File: config.mk
export PLATFORM = sky130hd
export DESIGN_NAME = serializer_4_1
export DESIGN_NICKNAME = d
export VERILOG_FILES = /design/src/rtl/serializer_4_1.sv
export SDC_FILE = /design/constraint.sdc
export NUM_CORES = 1
export LEC_CHECK = 0
export CORE_MARGIN = 4
export CORE_UTILIZATION = 49
export CTS_BUF_LIST = sky130_fd_sc_hd__clkbuf_8 sky130_fd_sc_hd__clkbuf_16
export DETAILED_ROUTE_END_ITERATION = 8
export PLACE_DENSITY = 0.79
export SLEW_MARGIN = 0
export SYNTH_ARGS = -nofsm -noshare
export SYNTH_HDL_FRONTEND = slang
export SYNTH_SLANG_ARGS = --single-unit
File: constraint.sdc
create_clock -name clk -period 2.6 [get_ports clk]
set_input_delay 0.52 -clock clk [delete_from_list [all_inputs] [get_ports clk]]
set_output_delay 0.52 -clock clk [all_outputs]
set_load 0.02 [all_outputs]
File: src/rtl/serializer_4_1.sv
// 32-bit to 8-bit width converter with valid/ready handshakes on both sides.
// Emits four bytes per accepted word, MSB-first by default, with zero-bubble word chaining.
module serializer_4_1 #(
    parameter bit LSB_FIRST = 1'b0
) (
    input  logic        clk,
    input  logic        rst,
    input  logic        in_valid,
    output logic        in_ready,
    input  logic [31:0] data_in,
    output logic        out_valid,
    input  logic        out_ready,
    output logic [7:0]  data_out,
    output logic [1:0]  col,
    output logic        last,
    output logic        busy
);

    localparam logic [0:0] IDLE = 1'b0;
    localparam logic [0:0] SEND = 1'b1;

    localparam logic [1:0] LAST_CNT = 2'd3;

    logic [0:0]  state_q, state_d;
    logic [1:0]  cnt_q,   cnt_d;
    logic [31:0] word_q,  word_d;

    logic        in_xfer;
    logic        out_xfer;
    logic        cnt_is_last;
    logic [1:0]  byte_slot;
    logic [7:0]  sel_byte;

    assign cnt_is_last = (cnt_q == LAST_CNT);

    // in_ready looks only at state, cnt and out_ready, never at in_valid,
    // so upstream may legally wait for ready before raising valid.
    always_comb begin
        in_ready = 1'b0;
        if (state_q == IDLE) begin
            in_ready = 1'b1;
        end else if (cnt_is_last && out_ready) begin
            in_ready = 1'b1;
        end
    end

    assign in_xfer  = in_valid  && in_ready;
    assign out_xfer = out_valid && out_ready;

    // NOTE: every variable assigned here gets a default first so that no
    // path through the case leaves it unassigned (that would infer a latch).
    always_comb begin
        state_d = state_q;
        cnt_d   = cnt_q;
        word_d  = word_q;

        case (state_q)
            IDLE: begin
                if (in_xfer) begin
                    word_d  = data_in;
                    cnt_d   = 2'd0;
                    state_d = SEND;
                end
            end

            SEND: begin
                if (out_xfer) begin
                    if (!cnt_is_last) begin
                        cnt_d = cnt_q + 2'd1;
                    end else if (in_xfer) begin
                        word_d  = data_in;
                        cnt_d   = 2'd0;
                        state_d = SEND;
                    end else begin
                        cnt_d   = 2'd0;
                        state_d = IDLE;
                    end
                end
            end

            default: begin
                state_d = IDLE;
                cnt_d   = 2'd0;
            end
        endcase
    end

    // NOTE: state updates use non-blocking assignments so every flop samples
    // the pre-edge values of its neighbours, independent of block ordering.
    always_ff @(posedge clk or posedge rst) begin
        if (rst) begin
            state_q <= IDLE;
            cnt_q   <= 2'd0;
            word_q  <= 32'h0;
        end else begin
            state_q <= state_d;
            cnt_q   <= cnt_d;
            word_q  <= word_d;
        end
    end

    // byte_slot counts byte lanes from bit 0; MSB-first order walks it downward.
    assign byte_slot = LSB_FIRST ? cnt_q : (LAST_CNT - cnt_q);

    always_comb begin
        sel_byte = 8'h00;
        case (byte_slot)
            2'd0:    sel_byte = word_q[7:0];
            2'd1:    sel_byte = word_q[15:8];
            2'd2:    sel_byte = word_q[23:16];
            default: sel_byte = word_q[31:24];
        endcase
    end

    always_comb begin
        out_valid = 1'b0;
        data_out  = 8'h00;
        col       = 2'd0;
        last      = 1'b0;
        busy      = 1'b0;
        if (state_q == SEND) begin
            out_valid = 1'b1;
            data_out  = sel_byte;
            col       = cnt_q;
            last      = cnt_is_last;
            busy      = 1'b1;
        end
    end

endmodule

==> impl_metrics.py <==
metrics = {
    "synth": {
        "synth.avg_cell_area_um2": 10.51,
        "synth-async-reset-ratio_pct": 100.0,
        "synthDistinctLibCells": 25,
        "synth_area_um2": 2102,
        "synth_flop_cell": "dfrtp_1",
        "synth_most_common_cell": "inv_1",
        "synth_edf_count": 0,
        "synth_top_area_share_pct": 41.67,
        "yosysSeqAreaShare_pct": 41.67,
        "ys_ff_latch": 35,
        "synthCells": 200,
        "yosysTopAreaCell": "dfrtp_1",
        "syn_nets": 240,
        "synth.area.top_cells": "dfrtp_1 42%, o32ai_2 23%, inv_1 6.6%, nand2_1 5.7%, a22oi_1 2.9%",
        "yosysWarnings": 0,
        "synth_common_cells": "37 x inv_1, 35 x dfrtp_1, 32 x nand2_1",
    },
    "setup_path": {
        "r2r-start": "cnt_q[0]",
        "r2r_slack_ps": 700,
        "cp-endpoint": "data_out[7]",
        "rr_worst_depth": 6,
        "crit_arrival_ps": 1920,
        "startpoint_type": "register",
        "setup.worst_path.start": "cnt_q[1]",
        "worst-path-max-fanout": 11,
        "crit_required_ps": 2080,
        "rr_endpoint": "word_q[21]",
        "worstSetupPathType": "reg -> out",
        "cp-end-kind": "primary output",
    },
    "worst_hold_path": {
        "hold_class": "reg -> reg",
    },
    "clocking": {
        "cts_tree": "yes",
        "postCtsSetupRepairBufs": 0,
        "clockBufferDepth": 2,
        "cts_made_buffers": 5,
        "cts-root-buf": "clkbuf_8",
        "insertion_delay_ps": 290,
        "cts_sinks": 35,
        "path_clk_slew_ps": 70,
        "cts_hold_buf": 0,
        "htree_levels": 2,
    },
    "run": {
        "cap_violations": 0,
    },
    "sta": {
        "fin_crit_ps": 2438,
        "setup_viol": 0,
        "max_freq_mhz": 410.2,
        "maxSlewViolCount": 0,
        "clock_skew_ps": 6.442,
        "totalNegativeSetupSlack_ps": 0,
        "hold_violations": 0,
        "period_share_pct": 93.76,
        "finalHoldWorstSlack_ps": 554.6,
        "rsz0062_at_grt": "no",
        "max_slew_margin_pct": 66.81,
        "tightest_slew_ps": 497.8,
    },
    "detailed_routing": {
        "final_antenna_net_count": 0,
        "num_vias": 1640,
        "wirelength_um": 4695,
        "avgViaCountPerCell": 5.449,
        "wl_per_cell_um": 15.60,
        "drc": 0,
        "initialDrtViolationCount": 87,
        "firstDrtPassIters": 4,
    },
    "floorplan": {
        "pin_count": 50,
        "die_width_um": 73.50,
        "fp.dieH_um": 73.50,
        "dieArea_um2": 5402,
        "initial_core_util_pct": 51.44,
        "core_um2": 4086,
        "rows": 23,
    },
    "global_route": {
        "grt_usage_pct": 18.71,
        "grt_max_degree": 36,
        "first_global_vias": 1638,
        "grt_overflow": 0,
        "grt_first_pass_wirelength_um": 7838,
        "antenna_found_initial": 0,
    },
    "placed_design": {
        "hpwl_um": 3238,
        "numPortBuffers": 49,
        "dpl_cell_area_um2": 2658,
        "globalplace.congestion": 0.7702,
    },
    "power": {
        "internal-power_w": 0.002010,
        "pwr-share-comb_pct": 54.4,
        "power_frac_seq_pct": 30.0,
        "leakage_nw": 1.293,
        "clkPwrFrac_pct": 15.6,
        "ir_worst_vdd_v": 0.0005535,
        "p_switching_w": 0.001225,
        "powerDensity_nw_per_um2": 1167,
        "switching_share_pct": 37.86,
    },
    "finish": {
        "fill_cells": 320,
        "antenna_cells": 0,
        "finalNetCount": 290,
        "drive_gt1_share_pct": 21.51,
        "final_area_um2": 2771,
        "syn_to_final_growth_pct": 31.85,
    },
    "status": {
        "status": "finished, final reports clean",
    },
}
## cell usage in the layout (no fill, tap or decap), types with 2 or more instances in the layout
cell,count
dlygate4sd1_1,2
nor2b_1,3
o32ai_1,2
ha_1,4
mux2i_1,2
inv_1,37
nand2_1,32
clkbuf_8,6
a221oi_1,5
buf_12,2
nor2_1,3
dlygate4sd2_1,5
clkdlybuf4s50_1,39
o32ai_2,30
dfrtp_1,35
buf_4,12
a21oi_1,8
a211oi_1,3
dlymetal6s2s_1,2
a22oi_1,8
## registers in the layout, indices dropped and copies added, names as in the netlist
name / count
word_q: 32
cnt_q: 2
state_q: 1
## cells by family (layout without fill, tap and decap cells)
group | after synthesis | in the layout | synth area share (%)
multiplexers | 2 | 2 | 0.9524
flip-flops | 35 | 35 | 41.67
AO/OA/AOI/OAI | 59 | 59 | 33.27
adder cells (fa/ha/maj) | 4 | 4 | 2.381
buffers and inverters | 57 | 108 | 13.04
AND/OR/NAND/NOR | 43 | 43 | 8.692
## area by class of cell
class / instances / area (um2) / area share (%)
Tap cell: 50 / 62.56 / 2.257
Multi-Input combinational cell: 108 / 959.7 / 34.63
Clock inverter: 2 / 35.03 / 1.264
Timing Repair Buffer: 63 / 616.8 / 22.26
Inverter: 37 / 138.9 / 5.011
Sequential cell: 35 / 875.8 / 31.60
Clock buffer: 6 / 82.58 / 2.980
## worst max-delay path, stage by stage, from the launching register on
cell and delay [ps]:
dfrtp_1 430, inv_1 110, ha_1 220, buf_4 180, nor2b_1 130, a211oi_1 220, clkdlybuf4s15_1 340
## stage by stage
| step | worst slack (ps) | total power, W | utilization, % | instances |
|---|---|---|---|---|
| final | 162.1 | 0.003235 | 67.82 | 301 |
| after global routing | 2.154 | 0.003461 | 67.82 | 301 |
| after CTS | 42.16 | 0.003259 | 67.67 | 301 |
| after detailed placement | 182.8 | 0.002838 | 65.03 | 293 |
| after global placement | 184.0 | 0.002800 | 65.03 | 293 |
| after floorplan | 497.4 | 0.002208 | - | 200 |
## routing by layer
metal / vias to the layer above / share of wire, % / GRT usage (%)
met5: - / 0 / 0
met4: 0 / 1.0 / 6.237
met3: 7 / 5.3 / 4.514
met2: 52 / 48 / 29.72
met1: 780 / 46 / 25.00
li1: 801 / - / -
## power by group through the flow
stage	clock [W]	combinational (W)	sequential, W
6_report	0.000506	0.00176	0.000969
5_1_grt	0.000539	0.00192	0.000997
4_1_cts	0.000513	0.00178	0.000967
3_5_place_dp	0	0.00186	0.000978
3_3_place_gp	0	0.00184	0.000963
2_1_floorplan	0	0.00128	0.000927
## how the worst min path moves through the flow
stage	from	endpoint	slack [ps]	cells past startpoint
after floorplan	word_q[19]	word_q[19]	520	2
final	word_q[19]	word_q[19]	550	2
after detailed placement	word_q[19]	word_q[19]	540	2
after global routing	word_q[19]	word_q[19]	570	2
after CTS	word_q[19]	word_q[19]	560	2
after global placement	word_q[20]	word_q[20]	540	2
## repair_timing
action                     in CTS  in global routing
gates resized for setup         8                  7
pin swaps                       0                  0
setup endpoints to repair       8                  5
No activity file was read; power rests on OpenSTA's default activity.
